<file path="config.mk">
export PLATFORM = sky130hd
export DESIGN_NAME = iob_pcie_chnl_host_flat
export DESIGN_NICKNAME = d
export VERILOG_FILES = /design/src/rtl/iob_pcie_chnl_host_if.sv /design/src/rtl/iob_pcie_chnl_host.sv /design/src/flat_wrapper.sv
export SDC_FILE = /design/constraint.sdc
export NUM_CORES = 1
export LEC_CHECK = 0
export ABC_AREA = 0
export CAP_MARGIN = 0
export CORE_AREA = 2 2 207 209
export CTS_BUF_LIST = sky130_fd_sc_hd__clkbuf_8
export DETAILED_ROUTE_END_ITERATION = 7
export DIE_AREA = 0 0 209 211
export GPL_ROUTABILITY_DRIVEN = 0
export MAX_ROUTING_LAYER = met4
export PLACE_DENSITY = 0.67
export SLEW_MARGIN = 20
export SYNTH_ARGS = -nofsm -noshare
export SYNTH_HDL_FRONTEND = slang
export SYNTH_SLANG_ARGS = --single-unit
</file>
<file path="constraint.sdc">
create_clock -name clk -period 13.2 [get_ports clk]
set_clock_uncertainty 0.1 [all_clocks]
set_input_delay 1.98 -clock clk [delete_from_list [all_inputs] [get_ports clk]]
set_output_delay 1.98 -clock clk [all_outputs]
set_load 0.01 [all_outputs]
</file>
<file path="src/rtl/iob_pcie_chnl_host_if.sv">
// RIFFA channel signal bundle between the host/core end and the user logic.
// master = host/core end (drives CHNL_RX_*, consumes CHNL_TX_*); slave = user logic.
interface iob_pcie_chnl_host_if #(
  parameter int DATA_W           = 32,
  parameter int C_PCI_DATA_WIDTH = 64
);
  logic                        CHNL_RX;
  logic                        CHNL_RX_ACK;
  logic                        CHNL_RX_LAST;
  logic [DATA_W-1:0]           CHNL_RX_LEN;
  logic [DATA_W-2:0]           CHNL_RX_OFF;
  logic [C_PCI_DATA_WIDTH-1:0] CHNL_RX_DATA;
  logic                        CHNL_RX_DATA_VALID;
  logic                        CHNL_RX_DATA_REN;

  logic                        CHNL_TX;
  logic                        CHNL_TX_ACK;
  logic                        CHNL_TX_LAST;
  logic [DATA_W-1:0]           CHNL_TX_LEN;
  logic [DATA_W-2:0]           CHNL_TX_OFF;
  logic [C_PCI_DATA_WIDTH-1:0] CHNL_TX_DATA;
  logic                        CHNL_TX_DATA_VALID;
  logic                        CHNL_TX_DATA_REN;

  modport master (
    output CHNL_RX, CHNL_RX_LAST, CHNL_RX_LEN, CHNL_RX_OFF, CHNL_RX_DATA, CHNL_RX_DATA_VALID,
    input  CHNL_RX_ACK, CHNL_RX_DATA_REN,
    input  CHNL_TX, CHNL_TX_LAST, CHNL_TX_LEN, CHNL_TX_OFF, CHNL_TX_DATA, CHNL_TX_DATA_VALID,
    output CHNL_TX_ACK, CHNL_TX_DATA_REN
  );

  modport slave (
    input  CHNL_RX, CHNL_RX_LAST, CHNL_RX_LEN, CHNL_RX_OFF, CHNL_RX_DATA, CHNL_RX_DATA_VALID,
    output CHNL_RX_ACK, CHNL_RX_DATA_REN,
    output CHNL_TX, CHNL_TX_LAST, CHNL_TX_LEN, CHNL_TX_OFF, CHNL_TX_DATA, CHNL_TX_DATA_VALID,
    input  CHNL_TX_ACK, CHNL_TX_DATA_REN
  );
endinterface

</file>
<file path="src/rtl/iob_pcie_chnl_host.sv">
// Host/core end of a RIFFA channel: a send FSM feeding CHNL_RX_* to user logic and an
// independent receive FSM draining CHNL_TX_* from user logic into a beat sink.
module iob_pcie_chnl_host #(
  parameter int DATA_W           = 32,
  parameter int C_PCI_DATA_WIDTH = 64
) (
  input  logic                        clk,
  input  logic                        rst,
  input  logic                        start,
  input  logic [DATA_W-1:0]           start_len,
  input  logic [DATA_W-2:0]           start_off,
  input  logic                        start_last,
  input  logic [C_PCI_DATA_WIDTH-1:0] src_data,
  input  logic                        src_valid,
  output logic                        src_ready,
  output logic [C_PCI_DATA_WIDTH-1:0] snk_data,
  output logic                        snk_valid,
  input  logic                        snk_ready,
  output logic                        snk_last,
  output logic                        rx_busy,
  output logic                        tx_busy,
  output logic                        rx_done,
  output logic                        tx_done,
  output logic [DATA_W-1:0]           tx_len,
  output logic [DATA_W-2:0]           tx_off,
  output logic                        tx_last,
  iob_pcie_chnl_host_if.master        chnl
);

  localparam logic [DATA_W-1:0] ONE_W = {{(DATA_W-1){1'b0}}, 1'b1};
  localparam logic [DATA_W:0]   TWO_W = {{(DATA_W-1){1'b0}}, 2'b10};

  typedef enum logic [1:0] {S_IDLE, S_REQ, S_DATA} send_st_t;
  typedef enum logic [1:0] {R_IDLE, R_ACK, R_DATA, R_WAIT} recv_st_t;

  send_st_t s_st, s_nxt;
  recv_st_t r_st, r_nxt;

  logic [DATA_W-1:0] s_cnt;
  logic [DATA_W-1:0] rx_len_q;
  logic [DATA_W-2:0] rx_off_q;
  logic              rx_last_q;
  logic              rx_done_q;
  logic              s_accept, s_beat, s_final;

  logic [DATA_W-1:0] r_cnt;
  logic [DATA_W:0]   r_cnt_step;
  logic              tx_done_q;
  logic              r_take, r_beat, r_final, r_zero;

  // Beats needed for a word count: ceil(words/2), computed without overflowing DATA_W.
  function automatic logic [DATA_W-1:0] beat_count(input logic [DATA_W-1:0] words);
    beat_count = {1'b0, words[DATA_W-1:1]} + {{(DATA_W-1){1'b0}}, words[0]};
  endfunction

  always_ff @(posedge clk or posedge rst) begin
    if (rst) begin
      s_st <= S_IDLE;
      r_st <= R_IDLE;
    end else begin
      s_st <= s_nxt;
      r_st <= r_nxt;
    end
  end

  always_comb begin
    s_nxt                   = s_st;
    s_accept                = 1'b0;
    s_beat                  = 1'b0;
    s_final                 = 1'b0;
    chnl.CHNL_RX            = 1'b0;
    chnl.CHNL_RX_DATA_VALID = 1'b0;
    chnl.CHNL_RX_DATA       = '0;
    src_ready               = 1'b0;
    rx_busy                 = 1'b0;
    case (s_st)
      S_IDLE: begin
        if (start && (start_len != '0)) begin
          s_accept = 1'b1;
          s_nxt    = S_REQ;
        end
      end
      S_REQ: begin
        chnl.CHNL_RX = 1'b1;
        rx_busy      = 1'b1;
        if (chnl.CHNL_RX_ACK) s_nxt = S_DATA;
      end
      S_DATA: begin
        chnl.CHNL_RX            = 1'b1;
        rx_busy                 = 1'b1;
        chnl.CHNL_RX_DATA       = src_data;
        chnl.CHNL_RX_DATA_VALID = src_valid;
        src_ready               = chnl.CHNL_RX_DATA_REN;
        s_beat                  = src_valid && chnl.CHNL_RX_DATA_REN;
        s_final                 = s_beat && (s_cnt == ONE_W);
        if (s_final) s_nxt = S_IDLE;
      end
      default: s_nxt = S_IDLE;
    endcase
  end

  // Counter runs one beat ahead of the word count so an odd length over-counts by a word.
  assign r_cnt_step = {1'b0, r_cnt} + TWO_W;

  always_comb begin
    r_nxt                 = r_st;
    r_take                = 1'b0;
    r_beat                = 1'b0;
    r_final               = 1'b0;
    r_zero                = 1'b0;
    chnl.CHNL_TX_ACK      = 1'b0;
    chnl.CHNL_TX_DATA_REN = 1'b0;
    snk_data              = '0;
    snk_valid             = 1'b0;
    snk_last              = 1'b0;
    tx_busy               = 1'b0;
    case (r_st)
      R_IDLE: begin
        if (chnl.CHNL_TX) begin
          r_take = 1'b1;
          r_nxt  = R_ACK;
        end
      end
      R_ACK: begin
        tx_busy          = 1'b1;
        chnl.CHNL_TX_ACK = 1'b1;
        if (tx_len != '0) begin
          r_nxt = R_DATA;
        end else begin
          r_nxt  = R_WAIT;
          r_zero = 1'b1;
        end
      end
      R_DATA: begin
        tx_busy               = 1'b1;
        chnl.CHNL_TX_DATA_REN = snk_ready;
        snk_data              = chnl.CHNL_TX_DATA;
        snk_valid             = chnl.CHNL_TX_DATA_VALID;
        snk_last              = (r_cnt_step >= {1'b0, tx_len});
        r_beat                = chnl.CHNL_TX_DATA_VALID && snk_ready;
        if (r_beat && snk_last) begin
          r_final = 1'b1;
          r_nxt   = R_WAIT;
        end
      end
      R_WAIT: begin
        tx_busy = 1'b1;
        if (!chnl.CHNL_TX) r_nxt = R_IDLE;
      end
      default: r_nxt = R_IDLE;
    endcase
  end

  always_ff @(posedge clk or posedge rst) begin
    if (rst) begin
      s_cnt     <= '0;
      rx_len_q  <= '0;
      rx_off_q  <= '0;
      rx_last_q <= 1'b0;
      rx_done_q <= 1'b0;
      r_cnt     <= '0;
      tx_len    <= '0;
      tx_off    <= '0;
      tx_last   <= 1'b0;
      tx_done_q <= 1'b0;
    end else begin
      rx_done_q <= s_final;
      tx_done_q <= r_final || r_zero;
      if (s_accept) begin
        rx_len_q  <= start_len;
        rx_off_q  <= start_off;
        rx_last_q <= start_last;
        s_cnt     <= beat_count(start_len);
      end else if (s_beat) begin
        s_cnt <= s_cnt - ONE_W;
      end
      if (r_take) begin
        tx_len  <= chnl.CHNL_TX_LEN;
        tx_off  <= chnl.CHNL_TX_OFF;
        tx_last <= chnl.CHNL_TX_LAST;
        r_cnt   <= '0;
      end else if (r_beat) begin
        r_cnt <= r_cnt_step[DATA_W-1:0];
      end
    end
  end

  assign chnl.CHNL_RX_LEN  = rx_len_q;
  assign chnl.CHNL_RX_OFF  = rx_off_q;
  assign chnl.CHNL_RX_LAST = rx_last_q;
  assign rx_done           = rx_done_q;
  assign tx_done           = tx_done_q;

endmodule

</file>
<file path="src/flat_wrapper.sv">
// flat-port wrapper written by rule: the top's interface ports become plain ports
module iob_pcie_chnl_host_flat 
#(
  parameter int DATA_W           = 32,
  parameter int C_PCI_DATA_WIDTH = 64
)
  (clk, rst, start, start_len, start_off, start_last, src_data, src_valid, src_ready, snk_data, snk_valid, snk_ready, snk_last, rx_busy, tx_busy, rx_done, tx_done, tx_len, tx_off, tx_last, chnl_CHNL_RX, chnl_CHNL_RX_LAST, chnl_CHNL_RX_LEN, chnl_CHNL_RX_OFF, chnl_CHNL_RX_DATA, chnl_CHNL_RX_DATA_VALID, chnl_CHNL_RX_ACK, chnl_CHNL_RX_DATA_REN, chnl_CHNL_TX, chnl_CHNL_TX_LAST, chnl_CHNL_TX_LEN, chnl_CHNL_TX_OFF, chnl_CHNL_TX_DATA, chnl_CHNL_TX_DATA_VALID, chnl_CHNL_TX_ACK, chnl_CHNL_TX_DATA_REN);
  iob_pcie_chnl_host_if #(.DATA_W(DATA_W), .C_PCI_DATA_WIDTH(C_PCI_DATA_WIDTH)) chnl_i ();
  input  logic clk;
  input  logic rst;
  input  logic start;
  input  logic [DATA_W-1:0] start_len;
  input  logic [DATA_W-2:0] start_off;
  input  logic start_last;
  input  logic [C_PCI_DATA_WIDTH-1:0] src_data;
  input  logic src_valid;
  output logic src_ready;
  output logic [C_PCI_DATA_WIDTH-1:0] snk_data;
  output logic snk_valid;
  input  logic snk_ready;
  output logic snk_last;
  output logic rx_busy;
  output logic tx_busy;
  output logic rx_done;
  output logic tx_done;
  output logic [DATA_W-1:0] tx_len;
  output logic [DATA_W-2:0] tx_off;
  output logic tx_last;
  output wire logic [$bits(chnl_i.CHNL_RX)-1:0] chnl_CHNL_RX;
  output wire logic [$bits(chnl_i.CHNL_RX_LAST)-1:0] chnl_CHNL_RX_LAST;
  output wire logic [$bits(chnl_i.CHNL_RX_LEN)-1:0] chnl_CHNL_RX_LEN;
  output wire logic [$bits(chnl_i.CHNL_RX_OFF)-1:0] chnl_CHNL_RX_OFF;
  output wire logic [$bits(chnl_i.CHNL_RX_DATA)-1:0] chnl_CHNL_RX_DATA;
  output wire logic [$bits(chnl_i.CHNL_RX_DATA_VALID)-1:0] chnl_CHNL_RX_DATA_VALID;
  input wire logic [$bits(chnl_i.CHNL_RX_ACK)-1:0] chnl_CHNL_RX_ACK;
  input wire logic [$bits(chnl_i.CHNL_RX_DATA_REN)-1:0] chnl_CHNL_RX_DATA_REN;
  input wire logic [$bits(chnl_i.CHNL_TX)-1:0] chnl_CHNL_TX;
  input wire logic [$bits(chnl_i.CHNL_TX_LAST)-1:0] chnl_CHNL_TX_LAST;
  input wire logic [$bits(chnl_i.CHNL_TX_LEN)-1:0] chnl_CHNL_TX_LEN;
  input wire logic [$bits(chnl_i.CHNL_TX_OFF)-1:0] chnl_CHNL_TX_OFF;
  input wire logic [$bits(chnl_i.CHNL_TX_DATA)-1:0] chnl_CHNL_TX_DATA;
  input wire logic [$bits(chnl_i.CHNL_TX_DATA_VALID)-1:0] chnl_CHNL_TX_DATA_VALID;
  output wire logic [$bits(chnl_i.CHNL_TX_ACK)-1:0] chnl_CHNL_TX_ACK;
  output wire logic [$bits(chnl_i.CHNL_TX_DATA_REN)-1:0] chnl_CHNL_TX_DATA_REN;
  assign chnl_CHNL_RX = chnl_i.CHNL_RX;
  assign chnl_CHNL_RX_LAST = chnl_i.CHNL_RX_LAST;
  assign chnl_CHNL_RX_LEN = chnl_i.CHNL_RX_LEN;
  assign chnl_CHNL_RX_OFF = chnl_i.CHNL_RX_OFF;
  assign chnl_CHNL_RX_DATA = chnl_i.CHNL_RX_DATA;
  assign chnl_CHNL_RX_DATA_VALID = chnl_i.CHNL_RX_DATA_VALID;
  assign chnl_i.CHNL_RX_ACK = chnl_CHNL_RX_ACK;
  assign chnl_i.CHNL_RX_DATA_REN = chnl_CHNL_RX_DATA_REN;
  assign chnl_i.CHNL_TX = chnl_CHNL_TX;
  assign chnl_i.CHNL_TX_LAST = chnl_CHNL_TX_LAST;
  assign chnl_i.CHNL_TX_LEN = chnl_CHNL_TX_LEN;
  assign chnl_i.CHNL_TX_OFF = chnl_CHNL_TX_OFF;
  assign chnl_i.CHNL_TX_DATA = chnl_CHNL_TX_DATA;
  assign chnl_i.CHNL_TX_DATA_VALID = chnl_CHNL_TX_DATA_VALID;
  assign chnl_CHNL_TX_ACK = chnl_i.CHNL_TX_ACK;
  assign chnl_CHNL_TX_DATA_REN = chnl_i.CHNL_TX_DATA_REN;
  iob_pcie_chnl_host #(.DATA_W(DATA_W), .C_PCI_DATA_WIDTH(C_PCI_DATA_WIDTH)) u_core (.clk(clk), .rst(rst), .start(start), .start_len(start_len), .start_off(start_off), .start_last(start_last), .src_data(src_data), .src_valid(src_valid), .src_ready(src_ready), .snk_data(snk_data), .snk_valid(snk_valid), .snk_ready(snk_ready), .snk_last(snk_last), .rx_busy(rx_busy), .tx_busy(tx_busy), .rx_done(rx_done), .tx_done(tx_done), .tx_len(tx_len), .tx_off(tx_off), .tx_last(tx_last), .chnl(chnl_i));
endmodule
</file>
# After elaboration in Yosys (flattened, before gate mapping)
# Index checks and enable logic that the tools add are counted.
dict set report word_totals {
  regBits 198
  output_inout_bits 267
  word_cells 78
}
dict set report classes {
  add_sub_neg 3
  order_cmp 1
  eq_ne 12
  n_mux 34
  n_reduce_logical 16
}
# cell n
set ops {}
lappend ops {{32-bit two-way mux} 4}
lappend ops {{64-bit two-way mux} 2}
lappend ops {{32-bit nonzero test} 2}
lappend ops {{32-bit by 2-bit adder with 33-bit output, second input constant} 1}
lappend ops {{33-bit by 32-bit >= comparator with 1-bit output} 1}
lappend ops {{31-bit by 1-bit adder with 32-bit output} 1}
lappend ops {{32-bit by 1-bit equality test with 1-bit output, second input constant} 1}
lappend ops {{32-bit by 1-bit subtractor with 32-bit output, second input constant} 1}
lappend ops {{1-bit two-way mux} 20}
lappend ops {{2-bit two-way mux} 6}
lappend ops {{2-bit case mux with 4 select lines} 1}
lappend ops {{2-bit equality test, second input constant} 3}
lappend ops {{2-bit by 1-bit != test with 1-bit output, second input constant} 3}
lappend ops {{2-bit != test, second input constant} 3}
lappend ops {{2-bit case mux with 3 select lines} 1}
lappend ops {{3-bit AND reduction} 2}
lappend ops {{1-bit logical AND} 5}
lappend ops {{2-bit by 1-bit equality test with 1-bit output, second input constant} 2}
lappend ops {{2-bit logical NOT} 2}
lappend ops {{2-bit nonzero test} 2}
lappend ops {{3-bit OR reduction} 1}
lappend ops {{2-bit OR reduction} 1}
lappend ops {{1-bit logical OR} 1}

# Logic depth before layout (Yosys ltp)
dict set report depth {
  ltp_word 6
  depth_mapped 17
  mapped_depth_nobuf 15
}

# Worst setup path after synthesis
# No wires, ideal clock.
dict set report synth_path {
  path_kind {register to output}
  from {reg u_core.r_cnt[13]}
  to {out snk_last}
  arrival_ps 3253
  required_ps 11120
  setup_slack_ps 7867
  path_stages_with_launch 17
  n_path_buf 3
  cell_sequence {dfrtp_1 clkbuf_1 nand4_1 or2_2 or3_1 clkbuf_1 or2_2 clkbuf_1 nor2_1 xor2_1 ha_1 nand3_1 nor4_1 a221oi_1 o211ai_1 nor2_1 nor2b_1}
}
dict set report synth_between {
  elab_chain_len 3
}
# item line_no
set synth_lines {}
lappend synth_lines {{start, declared} iob_pcie_chnl_host.sv:46} ;# logic [DATA_W-1:0] r_cnt;
lappend synth_lines {{start signal, assigned} iob_pcie_chnl_host.sv:183} ;# r_cnt <= r_cnt_step[DATA_W-1:0];
lappend synth_lines {{32-bit by 2-bit adder with 33-bit output} iob_pcie_chnl_host.sv:103} ;# assign r_cnt_step = {1'b0, r_cnt} + TWO_W;
lappend synth_lines {{33-bit by 32-bit >= comparator with 1-bit output} iob_pcie_chnl_host.sv:139} ;# snk_last = (r_cnt_step >= {1'b0, tx_len});
lappend synth_lines {{1-bit two-way mux} iob_pcie_chnl_host.sv:117} ;# case (r_st)
lappend synth_lines {{end, declared} flat_wrapper.sv:21} ;# output logic snk_last;
# No other way between the ends.

# Worst setup path in the final report
dict set report layout_path {
  from {reg u_core.r_cnt[1]}
  to {out snk_last}
}
# Same word-level chain as after synthesis.

==> flow_metrics.py <==
metrics = {
    "drt": {
        "drc": 0,
        "first_pass_iters": 4,
        "via_per_inst": 4.62,
        "initialDrtViolationCount": 541,
        "wl_per_cell_um": 17.9,
        "wl_um": 39000,
        "dr_total_vias": 10060,
        "ant_nets": 0,
    },
    "placed_design": {
        "place_inst": 2144,
        "port_buffers": 531,
        "hpwl_um": 31200,
    },
    "sta": {
        "hold_viol": 0,
        "timing.hold.ws_ns": 0.400,
        "tightest_slew_ns": 0.898,
        "final-setup-viol-count": 0,
        "slew_headroom_pct": 40.1,
        "max_freq_mhz": 145,
        "rsz0062_at_grt": "false",
        "timing.final.max_slew_violations": 0,
        "tns_ns": 0,
        "period_share_pct": 52.4,
        "period_needed_ns": 6.92,
    },
    "power_and_ir_drop": {
        "finalPower_uw": 2200,
        "sw_frac_of_total_pct": 33.6,
        "p_clk_share_pct": 18.7,
        "combPwrFrac_pct": 41.2,
        "p_leak_uw": 0.00726,
        "power.share.sequential_pct": 40.0,
        "pwr_density_cell_mw_per_mm2": 127,
        "power_switching_uw": 739,
        "ir_worst_vdd_v": 0.0000632,
        "intPower_uw": 1460,
    },
    "grt": {
        "grt-ovfl-total": 0,
        "grt_max_degree": 78,
        "grt_pass1_wl_um": 58900,
        "grtUsageTotal_pct": 18.0,
        "grt_pass1_vias": 10432,
        "antenna_found_initial": 4,
    },
    "cells_and_area": {
        "drive_gt1_share_pct": 9.04,
        "area_delta_synth_final_pct": 56.4,
        "stdcell_count": 2178,
        "final_nets": 1934,
    },
    "synthesis": {
        "synthFlopType": "dfrtp_1",
        "yosysWarnings": 0,
        "synthAdderAreaFrac_pct": 5.09,
        "synth_top_family_by_area": "simple AND/OR/NAND/NOR gates",
        "synthesis.nets": 1436,
        "yosys-top-cells-count": "dfrtp_1, and2_1, mux2_2",
        "avgSynthCellArea_um2": 9.82,
        "yosysSeqAreaShare_pct": 44.6,
        "syn_area_mm2": 0.0111,
        "ys_ff_latch": 197,
        "synth-xor-area-share_pct": 8.87,
        "synthArstFlopShare_pct": 100,
        "yosys-mux-area-fraction_pct": 10.2,
        "synthDistinctLibCells": 48,
        "netlist.area_leader.share_pct": 44.6,
        "synth_edf_count": 0,
        "syn_inst": 1126,
        "yosys-top-cells-area": "dfrtp_1, mux2_2, and2_1, ha_1, xnor2_1",
        "synth-compound-area-share_pct": 5.75,
        "synth_top_area_cell": "dfrtp_1",
        "yosysMostFrequentCell": "dfrtp_1",
        "yosys.area_share.simple_pct": 21.9,
    },
    "critical_path": {
        "crit_slowest_cell": "nor4_1",
        "crit_type": "reg -> out",
        "start_kind": "register",
        "path_buf_inv": 1,
        "max_stage_delay_ns": 0.73,
        "worstPathRequired_ns": 11.12,
        "crit_path_end_kind": "output pin",
        "cp_max_fo": 5,
        "worstPathCellList": "ha_1, and3_1, nand4_1, nor4_1, nand3_1, nor2_1, xor2_1, ha_1, nand3_1, nor4_1, a221oi_1, o211ai_1, nor2_1, nor2b_1, clkdlybuf4s50_1",
        "critPathArrivalTime_ns": 4.84,
        "critical-path-top-delay-family": "simple AND/OR/NAND/NOR gates",
    },
    "floorplan": {
        "num_rows": 75,
        "dieArea_mm2": 0.0441,
        "io_pins": 532,
        "die_w_um": 209,
        "initial_core_util_pct": 26.5,
        "core-area_mm2": 0.0418,
        "die_y_um": 211,
    },
    "cts": {
        "cts_resized": 0,
        "cts_sinks": 197,
        "clkLatencyLatePin_ns": 0.52,
        "holdBufCountCts": 0,
        "htree_levels": 4,
        "numCtsBuffers": 17,
        "path_clk_slew_ns": 0.12,
        "root_buffer": "clkbuf_8",
        "cts_buffer_depth": 2,
        "cts_tree": "done",
        "post-cts-setup-buffers": 0,
    },
    "status": {
        "outcome": "completed",
    },
    "min_path": {
        "min_path_type": "reg -> reg",
    },
    "run": {
        "cap_violations": 0,
    },
}
==> kinds of logic after synthesis <==
logic type      after synthesis
xor+xnor                    112
simple gates                450
flops                       197
fa+ha+maj                    45
buf+inv                     104
mux                         100
compound gates              118
==> cell type report <==
cell class | instances | area, um^2
inverter | 46 | 180
antenna | 2 | 5.00
clock inverter | 14 | 160
clock buffer | 18 | 248
fill | 4025 | 24500
sequential | 197 | 4930
timing repair buffer | 537 | 5360
tap | 539 | 674
multi-input combinational | 825 | 5730
==> worst min-delay path, delay by kind of cell (launching register included) <==
| family | cells | cell delay (ns) |
|---|---|---|
| compound gates | 1 | 0.06 |
| flops | 1 | 0.37 |
| simple gates | 1 | 0.05 |
==> layer usage <==
metal / part of all wire [%] / track usage (%) / up-vias
li1: - / - / 4804
met1: 37 / 18.8 / 4838
met2: 54 / 32.8 / 359
met3: 5.3 / 4.15 / 59
met4: 3.3 / 6.90 / 0
met5: 0 / - / -
==> power groups by stage <==
stage          logic [uW]  clock network [uW]  registers (uW)
6_report              906                 412             880
5_1_grt               977                 456             903
4_1_cts               918                 433             881
3_5_place_dp          914                   0             893
3_3_place_gp          905                   0             880
2_1_floorplan         382                   0             915
==> flip-flops by register name, indices dropped and copies added (netlist names) <==
register                  cells
u_core.r_cnt                 31
u_core.chnl.CHNL_RX_OFF      31
u_core.tx_off                31
u_core.chnl.CHNL_RX_LEN      32
u_core.s_st                   2
u_core.tx_len                32
u_core.rx_done                1
u_core.s_cnt                 32
u_core.tx_last                1
u_core.chnl.CHNL_RX_LAST      1
u_core.r_st                   2
u_core.tx_done                1
==> stage by stage <==
step | cell area, um^2 | worst slack (ns) | util, %
after detailed placement | 16900 | 6.89 | 40.4
after global routing | 17300 | 5.82 | 41.4
after floorplan | 11100 | 5.75 | -
after CTS | 17300 | 6.23 | 41.4
after global placement | 16900 | 6.94 | 40.4
final | 17300 | 6.28 | 41.4
==> layout by cell type (no fill, tap or decap), types with 2 or more instances in the layout <==
cell	netlist	routed
or3_1	11	11
o211ai_1	2	2
xnor2_1	57	57
nor2_1	72	72
nand4_1	22	22
ha_1	45	45
buf_4	1	6
nor3_1	19	19
inv_8	0	5
clkinv_4	0	4
o21bai_1	2	2
or4_4	3	3
inv_1	46	45
and4_1	10	10
xor2_1	55	55
dfrtp_1	197	197
nand3_1	24	24
nand2b_1	2	2
o21ai_0	64	64
or4_1	3	3
clkbuf_8	0	18
diode_2	0	2
mux2_2	97	97
and3_1	15	15
and2_1	136	135
clkdlybuf4s50_1	0	531
or2_2	3	3
a221oi_1	2	2
nor4b_1	3	3
inv_6	0	3
a21oi_1	38	38
nor4_1	26	26
a211oi_1	2	2
mux2i_1	3	3
o22ai_1	2	2
nand2_1	94	93
==> path summary, 6_finish.rpt <==
path                                       startpoint                         end  cells after the start  slack [ns]
setup / recovery                      u_core.r_cnt[1]                    snk_last                     15        6.28
max in group asynchronous                         rst            u_core.s_cnt[27]                      3        9.94
min in group asynchronous                         rst           u_core.tx_len[24]                      2        1.77
hold reg to reg            u_core.chnl.CHNL_RX_LEN[1]  u_core.chnl.CHNL_RX_LEN[1]                      2        0.40
setup reg to reg                      u_core.r_cnt[1]              u_core.r_st[1]                     14        8.80
hold / removal             u_core.chnl.CHNL_RX_LEN[1]  u_core.chnl.CHNL_RX_LEN[1]                      2        0.40
Power figures use the tool's default switching activity.
